$ cat src/rtl/rr_output_port_ctrl.sv
// Output-port controller behind the round-robin encoder: holds a packet-long grant,
// forwards the granted input's flits through a registered valid/ready stage.
module rr_output_port_ctrl #(
  parameter int DATA_WIDTH = 32,
  parameter int MAX_FLITS  = 16
) (
  input  logic                    clk,
  input  logic                    rst,
  input  logic [4:0]              rr_req_i,
  input  logic [2:0]              rr_priority_to_cs_i,
  input  logic [5*DATA_WIDTH-1:0] flit_i,
  input  logic [4:0]              valid_i,
  input  logic [4:0]              tail_i,
  output logic [4:0]              ready_o,
  output logic [DATA_WIDTH-1:0]   flit_o,
  output logic                    valid_o,
  output logic                    tail_o,
  output logic [2:0]              src_o,
  input  logic                    ready_i,
  output logic                    rr_change_order_o,
  output logic                    busy_o,
  output logic                    err_o
);

  // state | meaning
  // IDLE  | no grant held; waiting for a request with a valid encoder select
  // XFER  | grant held; forwarding flits of the granted port until tail or MAX_FLITS
  typedef enum logic {IDLE, XFER} state_t;

  localparam int CNT_W = $clog2(MAX_FLITS + 1);

  state_t                state_q, state_d;
  logic [2:0]            grant_q;
  logic [CNT_W-1:0]      cnt_q;
  logic [2:0]            port_idx;
  logic                  sel_ok;
  logic                  grant_load;
  logic                  accept;
  logic                  pkt_release;
  logic                  force_rel;
  logic [DATA_WIDTH-1:0] in_flit;
  logic                  in_valid;
  logic                  in_tail;

  // Encoder value g addresses request bit 4-g.
  assign port_idx = 3'd4 - grant_q;
  assign sel_ok   = (rr_priority_to_cs_i <= 3'd4);
  assign busy_o   = (state_q == XFER);

  always_comb begin
    in_flit  = '0;
    in_valid = 1'b0;
    in_tail  = 1'b0;
    for (int p = 0; p < 5; p++) begin
      if (port_idx == 3'(p)) begin
        in_flit  = flit_i[p*DATA_WIDTH +: DATA_WIDTH];
        in_valid = valid_i[p];
        in_tail  = tail_i[p];
      end
    end
  end

  always_comb begin
    state_d     = state_q;
    grant_load  = 1'b0;
    accept      = 1'b0;
    pkt_release = 1'b0;
    force_rel   = 1'b0;
    ready_o     = '0;
    case (state_q)
      IDLE: begin
        if ((|rr_req_i) && sel_ok) begin
          grant_load = 1'b1;
          state_d    = XFER;
        end
      end
      XFER: begin
        accept = in_valid & (~valid_o | ready_i);
        if (accept) begin
          ready_o = 5'b00001 << port_idx;
          if (in_tail) begin
            pkt_release = 1'b1;
            state_d     = IDLE;
          end else if (cnt_q == CNT_W'(MAX_FLITS - 1)) begin
            pkt_release = 1'b1;
            force_rel   = 1'b1;
            state_d     = IDLE;
          end
        end
      end
      default: state_d = IDLE;
    endcase
  end

  always_ff @(posedge clk or posedge rst) begin
    if (rst) state_q <= IDLE;
    else     state_q <= state_d;
  end

  always_ff @(posedge clk or posedge rst) begin
    if (rst) begin
      grant_q <= '0;
      cnt_q   <= '0;
    end else if (grant_load) begin
      grant_q <= rr_priority_to_cs_i;
      cnt_q   <= '0;
    end else if (accept) begin
      cnt_q   <= cnt_q + 1'b1;
    end
  end

  // Output stage: reload on accept, drop when consumed with nothing behind it, else hold.
  always_ff @(posedge clk or posedge rst) begin
    if (rst) begin
      flit_o  <= '0;
      valid_o <= 1'b0;
      tail_o  <= 1'b0;
      src_o   <= '0;
    end else if (accept) begin
      flit_o  <= in_flit;
      valid_o <= 1'b1;
      tail_o  <= in_tail;
      src_o   <= grant_q;
    end else if (valid_o && ready_i) begin
      valid_o <= 1'b0;
    end
  end

  always_ff @(posedge clk or posedge rst) begin
    if (rst) begin
      rr_change_order_o <= 1'b0;
      err_o             <= 1'b0;
    end else begin
      rr_change_order_o <= pkt_release;
      err_o             <= err_o | force_rel;
    end
  end

endmodule

$ cat config.mk
export PLATFORM = sky130hd
export DESIGN_NAME = rr_output_port_ctrl
export DESIGN_NICKNAME = d
export VERILOG_FILES = /design/src/rtl/rr_output_port_ctrl.sv
export SDC_FILE = /design/constraint.sdc
export NUM_CORES = 1
export LEC_CHECK = 0
export CORE_AREA = 4 4 99 101
export CTS_CLUSTER_SIZE = 10
export DETAILED_ROUTE_END_ITERATION = 7
export DIE_AREA = 0 0 103 105
export MAX_ROUTING_LAYER = met4
export PLACE_DENSITY = 0.86
export SYNTH_ARGS = -nofsm -noshare
export SYNTH_HDL_FRONTEND = slang
export SYNTH_SLANG_ARGS = --single-unit
$ cat constraint.sdc
create_clock -name clk -period 5 [get_ports clk]
set_input_delay 0.5 -clock clk [delete_from_list [all_inputs] [get_ports clk]]
set_output_delay 0.5 -clock clk [all_outputs]
set_load 0.01 [all_outputs]
==> run summary <==
Number of synthesized flops with an enable pin = 0
Unrepaired setup endpoints after global routing = false
Slew @ Worst Pin = 1280 ps
Clock Tree Buf Depth = 2
Crit path cell chain = buf_4 > nand2b_1 > a22o_1 > o211a_2 > and4bb_2 > clkdlybuf4s50_1
Layout Cell Area excl Fill = 5710 sq um
Worst-path fanout max = 40
Pins Over Slew Limit = 0
Routability cong. = 0.823
Final Hold Fails = 0
Seq/Total Area, Yosys = 0.353
Peak VDD IR = 0.000422 V
Rows = 35
Final antenna diode count = 0
First-pass GRT wire length = 17700 microns
Cts hold-fix bufs = 0
Sink Count = 48
Syn avg cell area = 9.84 sq um
Async S/R FF share, synth = 1.00
Synth Instances = 346
Initial antenna violation count = 0
CP peak stage delay = 690 ps
Via count = 3614
Share of post-route cells with drive strength above 1 = 0.116
DP Wirelength = 8960 microns
LEAKAGE = 2.10 nW
Commonest cells after routing, fill and taps aside = clkdlybuf4s50_1 (225), dfrtp_1 (45), mux2_2 (36), a21oi_1 (33), o21a_1 (32)
Routed Wire Length = 11800 microns
Upper clock frequency limit = 280 MHz
YS warnings = 0
Port Buffers = 225
Final period utilization = 0.713
Postcts setup bufs = 0
Grt ovf = 0
DR WL/cell = 18.1 microns
H-tree depth = 2
Layout Skew = 2.49 ps
Die area = 10800 sq um
DR iter-0 viols = 83
Vias/cell = 5.53
Drc violations = 0
Worst path bufs/invs = 2
Cell Area, Synth = 3410 sq um
Crit start category = flop
CTS root buffer = clkbuf_8
Number of synthesized register bits = 48
Period minus WS final = 3570 ps
Setup TNS = 0 ps
Clk_lat worst skew = 290 ps
Pre-CTS worst setup slack = 1600 ps
Initial Utilization = 0.378
Outcome = finished clean
Pin count of the biggest net entering global routing = 95
CP arrival = 3070 ps
Number of global-route vias before repair = 3593
CTS clk-pin slew, worst paths = 80 ps
Setup violations, final = 0
GRT Overall Usage = 0.210
Die width = 103 microns
Layout Area Growth over Synthesis = 67.8%
Critical-path top delay cell = o211a_2
Final nets = 725
Commonest non-fill, non-tap cell in the layout = clkdlybuf4s50_1
Max_slew headroom = 0.144
HP Class = reg2reg
FILL cells = 743
Top Ports = 226
Max-cap viol count = 0
Die Ht = 105 microns
Synth unique cells = 38
Cell family with most CP delay = compound AO/OA/AOI/OAI gates
Critical Path RT = 4500 ps
Pwr dens = 512 nW/um^2
Core area = 9020 sq um
Post-CTS sizing = 0
Routed Antenna Nets = 0
Worst Setup Path Type = reg2out
Clock buffer count from CTS = 5
Placement Cell Area = 5620 sq um
Crit path capture type = output port
Most used DFF post-synth = dfrtp_1
Setup slack after layout = 1430 ps
CTS tree = done
DRT Pass-1 Iters = 4
Syn_nets = 529
## cells by family (layout without fill, tap and decap cells)
family / after synthesis / in the layout / share of synthesized area
AO/OA/AOI/OAI: 144 / 144 / 0.303
adder cells (fa/ha/maj): 2 / 2 / 0.00735
buffers and inverters: 45 / 242 / 0.0683
flip-flops: 48 / 48 / 0.353
multiplexers: 44 / 44 / 0.143
AND/OR/NAND/NOR: 63 / 63 / 0.126
## registers in the layout, summed over array words and instances, names as in the netlist
name and count:
flit_o 32, cnt_q 5, grant_q 3, src_o 3
busy_o 1, err_o 1, rr_change_order_o 1, tail_o 1
valid_o 1
## worst reg2reg max path: cells and delay by family (launching register included)
| kind | cells | cell delay, ps |
|---|---|---|
| buf+inv | 1 | 600 |
| flops | 1 | 730 |
| compound gates | 3 | 670 |
| simple gates | 1 | 1160 |
## area by class of cell
cell class | count | area [sq um] | area share
Timing Repair Buffer | 229 | 2280 | 0.399
Multi-Input combinational cell | 253 | 1980 | 0.346
Sequential cell | 48 | 1200 | 0.211
Tap cell | 111 | 139 | 0.0243
Clock buffer | 6 | 82.6 | 0.0145
Inverter | 5 | 18.8 | 0.00328
Clock inverter | 2 | 10.0 | 0.00175
## through the flow
stage | power [mW] | cells | hold WS [ps] | utilization
after detailed placement | 2.71 | 646 | 465 | 0.623
final | 2.92 | 654 | 483 | 0.633
after CTS | 2.96 | 654 | 486 | 0.633
after floorplan | 2.02 | 346 | 477 | -
after global placement | 2.66 | 646 | 456 | 0.623
after global routing | 3.16 | 654 | 506 | 0.633
## power by group
part	internal [mW]	switching, mW
combinational	0.984	0.938
sequential	0.587	0.180
clock	0.111	0.124
total	1.68	1.24
## synthesized netlist by cell type (all sizes together), types with 5 or more instances
library cell  count  area [sq um]
buf              25           158
a22oi            30           225
nor3b            30           225
dfrtp            48          1200
mux2             36           405
nor2              9          46.3
clkbuf           15          56.3
nand2             8          30.0
mux2i             8          80.1
inv               5          18.8
o221ai           30           263
a21oi            33           165
o21ai             8          40.0
o21a             32           240
## worst paths after layout
check	from	end	slack, ps	cells after the start
worst max-delay path	grant_q[2]$_DFFE_PP0P_	ready_o[2]	1430	6
worst min-delay path	err_o$_DFF_PP0_	err_o$_DFF_PP0_	480	1
worst max register to register	grant_q[1]$_DFFE_PP0P_	flit_o[5]$_DFFE_PP0P_	1790	5
worst min register to register	err_o$_DFF_PP0_	err_o$_DFF_PP0_	480	1
max in group asynchronous	rst	grant_q[2]$_DFFE_PP0P_	3560	2
min in group asynchronous	rst	flit_o[1]$_DFFE_PP0P_	750	2
## per-layer routing
metal  global-route usage  vias to the layer above  share of wire
li1                     -                     1733              -
met1                0.237                     1685           0.38
met2                0.364                      170           0.50
met3               0.0487                       26           0.10
met4               0.0648                        0          0.020
met5                    -                        -              0
No activity file was read; power rests on OpenSTA's default activity.
==> edit 1: new RTL, config.mk and constraints unchanged <==
Change the parameter `MAX_FLITS` from 16 to 32.
--- a/src/rtl/rr_output_port_ctrl.sv
+++ b/src/rtl/rr_output_port_ctrl.sv
@@ -2,7 +2,7 @@
 // forwards the granted input's flits through a registered valid/ready stage.
 module rr_output_port_ctrl #(
   parameter int DATA_WIDTH = 32,
-  parameter int MAX_FLITS  = 16
+  parameter int MAX_FLITS  = 32
 ) (
   input  logic                    clk,
   input  logic                    rst,
Function: no difference found for any inputs over 10 cycles, from zero or initial values and one cycle with rst high; that may be too few to reach the edited logic, so the function may still have changed.
==> edit 1 against the original RTL <==
- total power increased by 1.4%
- synthesized area decreased by 3.0%
- design area decreased by 0.90%
- global-route usage increased by 2.0 points
- wire length increased by 7.8%
- worst setup slack got worse by 0.19 ns
- final cell count increased by 9.6%
- sequential cell count increased by 1
- clock power decreased by 4%
- critical path type unchanged
- largest power group unchanged
==> edit 1: results (changes against the original RTL) <==
{
  "status": {"value": "finished, final reports clean"},
  "synth.cells.most_frequent": {"value": "dfrtp_1 (49), nand2_1 (38), o21ai_0 (37)"},
  "switching_share": {"value": 45.5, "unit": "%", "change": "+3.0 points"},
  "reg.largest.list": {"value": "flit_o (32), cnt_q (6)"},
  "synth_seq_area_share": {"value": 37.1, "unit": "%", "change": "+1.9 points"},
  "via_count": {"value": 3947, "change": "+9.2%"},
  "mappedNetlistNets": {"value": 589, "change": "+11%"},
  "power_leakage": {"value": 2.30, "unit": "nW", "change": "+9.2%"},
  "gp_routability_congestion": {"value": 0.839, "change": "+1.9%"},
  "timing.max_slew.rel_slack": {"value": 24.3, "unit": "%", "change": "+9.9 points"},
  "hold_path_end": {"value": "err_o$_DFF_PP0_"},
  "post-place-ws": {"value": 1.54, "unit": "ns", "change": "-0.0628 ns"},
  "avgRoutedWirePerCell": {"value": 17.8, "unit": "um", "change": "-1.7%"},
  "critPathTopFamily": {"value": "flip-flops"},
  "drtIter0Drc": {"value": 160, "change": "+93%"},
  "wl_met3": {"value": 1.07, "unit": "mm", "change": "-10%"},
  "grt_usage": {"value": 23.0, "unit": "%", "change": "+2.0 points"},
  "timing.critical_path.slowest_cell_delay": {"value": 0.98, "unit": "ns", "change": "+0.29 ns"},
  "grt_pass1_wl": {"value": 19.2, "unit": "mm", "change": "+8.4%"},
  "power.share.combinational": {"value": 66.8, "unit": "%", "change": "+1.1 points"},
  "hpwlAfterDp": {"value": 9.59, "unit": "mm", "change": "+7.1%"},
  "startpoint": {"value": "grant_q[0]$_DFFE_PP0P_"},
  "drt_pass1_iterations": {"value": 5, "change": "+1"},
  "post_route_cells_drive_above_1_share": {"value": 5.28, "unit": "%", "change": "-6.3 points"},
  "ff2ff_setup_slack": {"value": 1.74, "unit": "ns", "change": "-0.05 ns"},
  "min_period_over_period": {"value": 75.1, "unit": "%", "change": "+3.8 points"},
  "n_fill_cell": {"value": 791, "change": "+6.5%"},
  "worst_r2r_endpoint": {"value": "cnt_q[5]$_DFFE_PP0P_"},
  "layout.nets": {"value": 787, "change": "+8.6%"},
  "critical_path.slowest_cell": {"value": "dfrtp_2"},
  "critical_path_arrival": {"value": 3.26, "unit": "ns", "change": "+0.19 ns"}
}
[edit 1: changes by cell type in the layout (fill, tap and decap cells not counted), moves of 20 or more]
cell       unedited run  this run
a311oi_1              0        27
inv_1                 4        31
o21ai_0               8        37
a31oi_1               4        27
a2bb2oi_1             0        27
nor3b_1              30         2
nor2_1                6        33
mux2_2               36         9
o21a_1               32         1
o221ai_1             30         0
nand2_1               8        38
a22oi_1              30        10
[edit 1: area by class of cell]
| type | instances | area (um^2) | area share (%) |
|---|---|---|---|
| tap | 111 | 139 | 2.45 |
| sequential | 49 | 1230 | 21.7 |
| timing repair buffer | 231 | 2300 | 40.6 |
| clock buffer | 6 | 72.6 | 1.28 |
| multi-input combinational | 286 | 1790 | 31.7 |
| clock inverter | 2 | 10.0 | 0.177 |
| inverter | 32 | 120 | 2.12 |
[edit 1: metal layers]
layer,track usage (%),vias to the layer above
li1,-,1901
met2,42.4,176
met3,5.14,14
met5,-,-
met4,4.81,0
met1,24.9,1856
[edit 1: cells by family (layout without fill, tap and decap cells)]
family / Yosys count / after routing / share of synthesized area (%)
AOI/OAI and AO/OA: 181 / 181 / 37.4
adders and majority gates: 1 / 1 / 0.379
muxes: 11 / 11 / 3.68
and+or+nand+nor: 93 / 93 / 12.3
DFF: 49 / 49 / 37.1
buffers and inverters: 72 / 271 / 9.13
[edit 1: per-stage QoR]
stage / instance area (um^2) / utilization (%) / power (W) / hold slack [ns] / std cells
finish: 5660 / 62.8 / 0.00297 / 0.473 / 717
global route: 5660 / 62.8 / 0.00323 / 0.489 / 717
CTS: 5660 / 62.8 / 0.00298 / 0.479 / 717
detailed placement: 5580 / 61.9 / 0.00275 / 0.459 / 709
global placement: 5580 / 61.9 / 0.00268 / 0.455 / 709
floorplan: 3300 / - / 0.00198 / 0.468 / 407
==> edit 2: new RTL, same flow settings <==
Without the edit above. Reset style: synchronous (`rst`), changed in 4 clocked blocks.
--- a/src/rtl/rr_output_port_ctrl.sv
+++ b/src/rtl/rr_output_port_ctrl.sv
@@ -92,12 +92,12 @@
     endcase
   end
 
-  always_ff @(posedge clk or posedge rst) begin
+  always_ff @(posedge clk) begin
     if (rst) state_q <= IDLE;
     else     state_q <= state_d;
   end
 
-  always_ff @(posedge clk or posedge rst) begin
+  always_ff @(posedge clk) begin
     if (rst) begin
       grant_q <= '0;
       cnt_q   <= '0;
@@ -110,7 +110,7 @@
   end
 
   // Output stage: reload on accept, drop when consumed with nothing behind it, else hold.
-  always_ff @(posedge clk or posedge rst) begin
+  always_ff @(posedge clk) begin
     if (rst) begin
       flit_o  <= '0;
       valid_o <= 1'b0;
@@ -126,7 +126,7 @@
     end
   end
 
-  always_ff @(posedge clk or posedge rst) begin
+  always_ff @(posedge clk) begin
     if (rst) begin
       rr_change_order_o <= 1'b0;
       err_o             <= 1'b0;
Formal check against the unedited RTL: differs if rst is asserted again (counterexample within 4 cycles, from zero or initial values and one cycle with rst high); with rst held inactive, the same outputs for 10 cycles.
==> edit 2 against the original RTL <==
- first-iteration DRC count rose by 130%
- final cell count rose by 7.2%
- wire length rose by 10%
- sequential share of layout area fell by 4.0 points
- design area fell by 0.90%
- worst setup slack got worse by 0.30 ns
- clock skew rose by 0.0058 ns
- sequential cell count did not move
- largest cell class unchanged
- non-clock buffer count rose by 2
- core utilization fell by 0.57 points
- synthesized area fell by 0.29%
- global-route usage rose by 2.2 points
- critical path depth fell by 1
Power is not compared: it rests on default switching activity, and its combinational part moved more than twofold at a synthesized area within 25%.
==> edit 2: results (changes against the original RTL) <==
{
  "grt_pass1_vias": {"value": 4032, "change": "+12%"},
  "min_period_over_period": {"value": 77.4, "unit": "%", "change": "+6.1 points"},
  "synth_seq_area_share": {"value": 28.3, "unit": "%", "change": "-7.0 points"},
  "post_route_cells_drive_above_1_share": {"value": 7.63, "unit": "%", "change": "-4.0 points"},
  "startpoint": {"value": "grant_q[0]$_SDFFE_PP0P_"},
  "timing.max_slew.rel_slack": {"value": 31.9, "unit": "%", "change": "+18 points"},
  "async_reset_ff_share": {"value": 0, "unit": "%", "change": "-100 points"},
  "critPathTopFamily": {"value": "flip-flops"},
  "synthesis.instances": {"value": 401, "change": "+16%"},
  "critical_path.reg2reg.startpoint": {"value": "grant_q[1]$_SDFFE_PP0P_"},
  "drtIter0Drc": {"value": 195, "change": "+130%"},
  "synth.cells.most_frequent": {"value": "a21oi_1 (76), dfxtp_1 (48), mux2i_1 (35)"},
  "place_area": {"value": 5550, "unit": "um^2", "change": "-1.2%"},
  "layout.nets": {"value": 772, "change": "+6.5%"},
  "hold_ws": {"value": 0.496, "unit": "ns", "change": "+0.0128 ns"},
  "maximum_number_of_pins_on_one_net_before_global_route_repair": {"value": 106, "change": "+12%"},
  "critPathMaxFanout": {"value": 105, "change": "+160%"},
  "critical_path.slowest_cell": {"value": "dfxtp_4"},
  "hold_path_stages": {"value": 2, "change": "+1"},
  "status": {"value": "finished, final reports clean"},
  "mappedNetlistNets": {"value": 584, "change": "+10%"},
  "final.setup_skew": {"value": 0.00825, "unit": "ns", "change": "+0.00576 ns"},
  "ff2ff_setup_slack": {"value": 1.77, "unit": "ns", "change": "-0.02 ns"},
  "wirelength": {"value": 13.0, "unit": "mm", "change": "+10%"},
  "ff2ff_path_depth": {"value": 6, "change": "+1"},
  "post-place-ws": {"value": 1.47, "unit": "ns", "change": "-0.129 ns"},
  "grt_pass1_wl": {"value": 19.6, "unit": "mm", "change": "+11%"},
  "yosys-top-cells-area": {"value": "dfxtp_1 (28%), a21oi_1 (11%), mux2i_1 (10%)"},
  "grt_usage": {"value": 23.2, "unit": "%", "change": "+2.2 points"},
  "ys_dominant_reg_cell": {"value": "dfxtp_1"},
  "numPlacedInstances": {"value": 693, "change": "+7.3%"},
  "n_fill_cell": {"value": 762, "change": "+2.6%"}
}
==> edit 2: cell type report <==
class | count | area (um^2) | area share [%]
inverter | 6 | 22.5 | 0.398
clock inverter | 3 | 42.5 | 0.751
multi-input combinational | 297 | 2130 | 37.6
sequential | 48 | 967 | 17.1
clock buffer | 5 | 68.8 | 1.22
timing repair buffer | 231 | 2290 | 40.5
tap | 111 | 139 | 2.45
==> edit 2: routing by layer <==
metal	up-vias	track usage [%]	part of all wire, %
li1	1930	-	-
met1	1873	25.9	39
met2	227	39.4	49
met3	31	6.61	10
met4	0	7.49	2.5
met5	-	-	0
==> edit 2: logic make-up (layout without fill, tap and decap cells) <==
kind of cell / count (synthesis) / after routing / synth area share, %
AOI/OAI and AO/OA: 188 / 188 / 38.5
and+or+nand+nor: 70 / 70 / 12.4
buffers and inverters: 56 / 245 / 9.10
DFF: 48 / 48 / 28.3
muxes: 37 / 37 / 11.0
adders and majority gates: 2 / 2 / 0.737
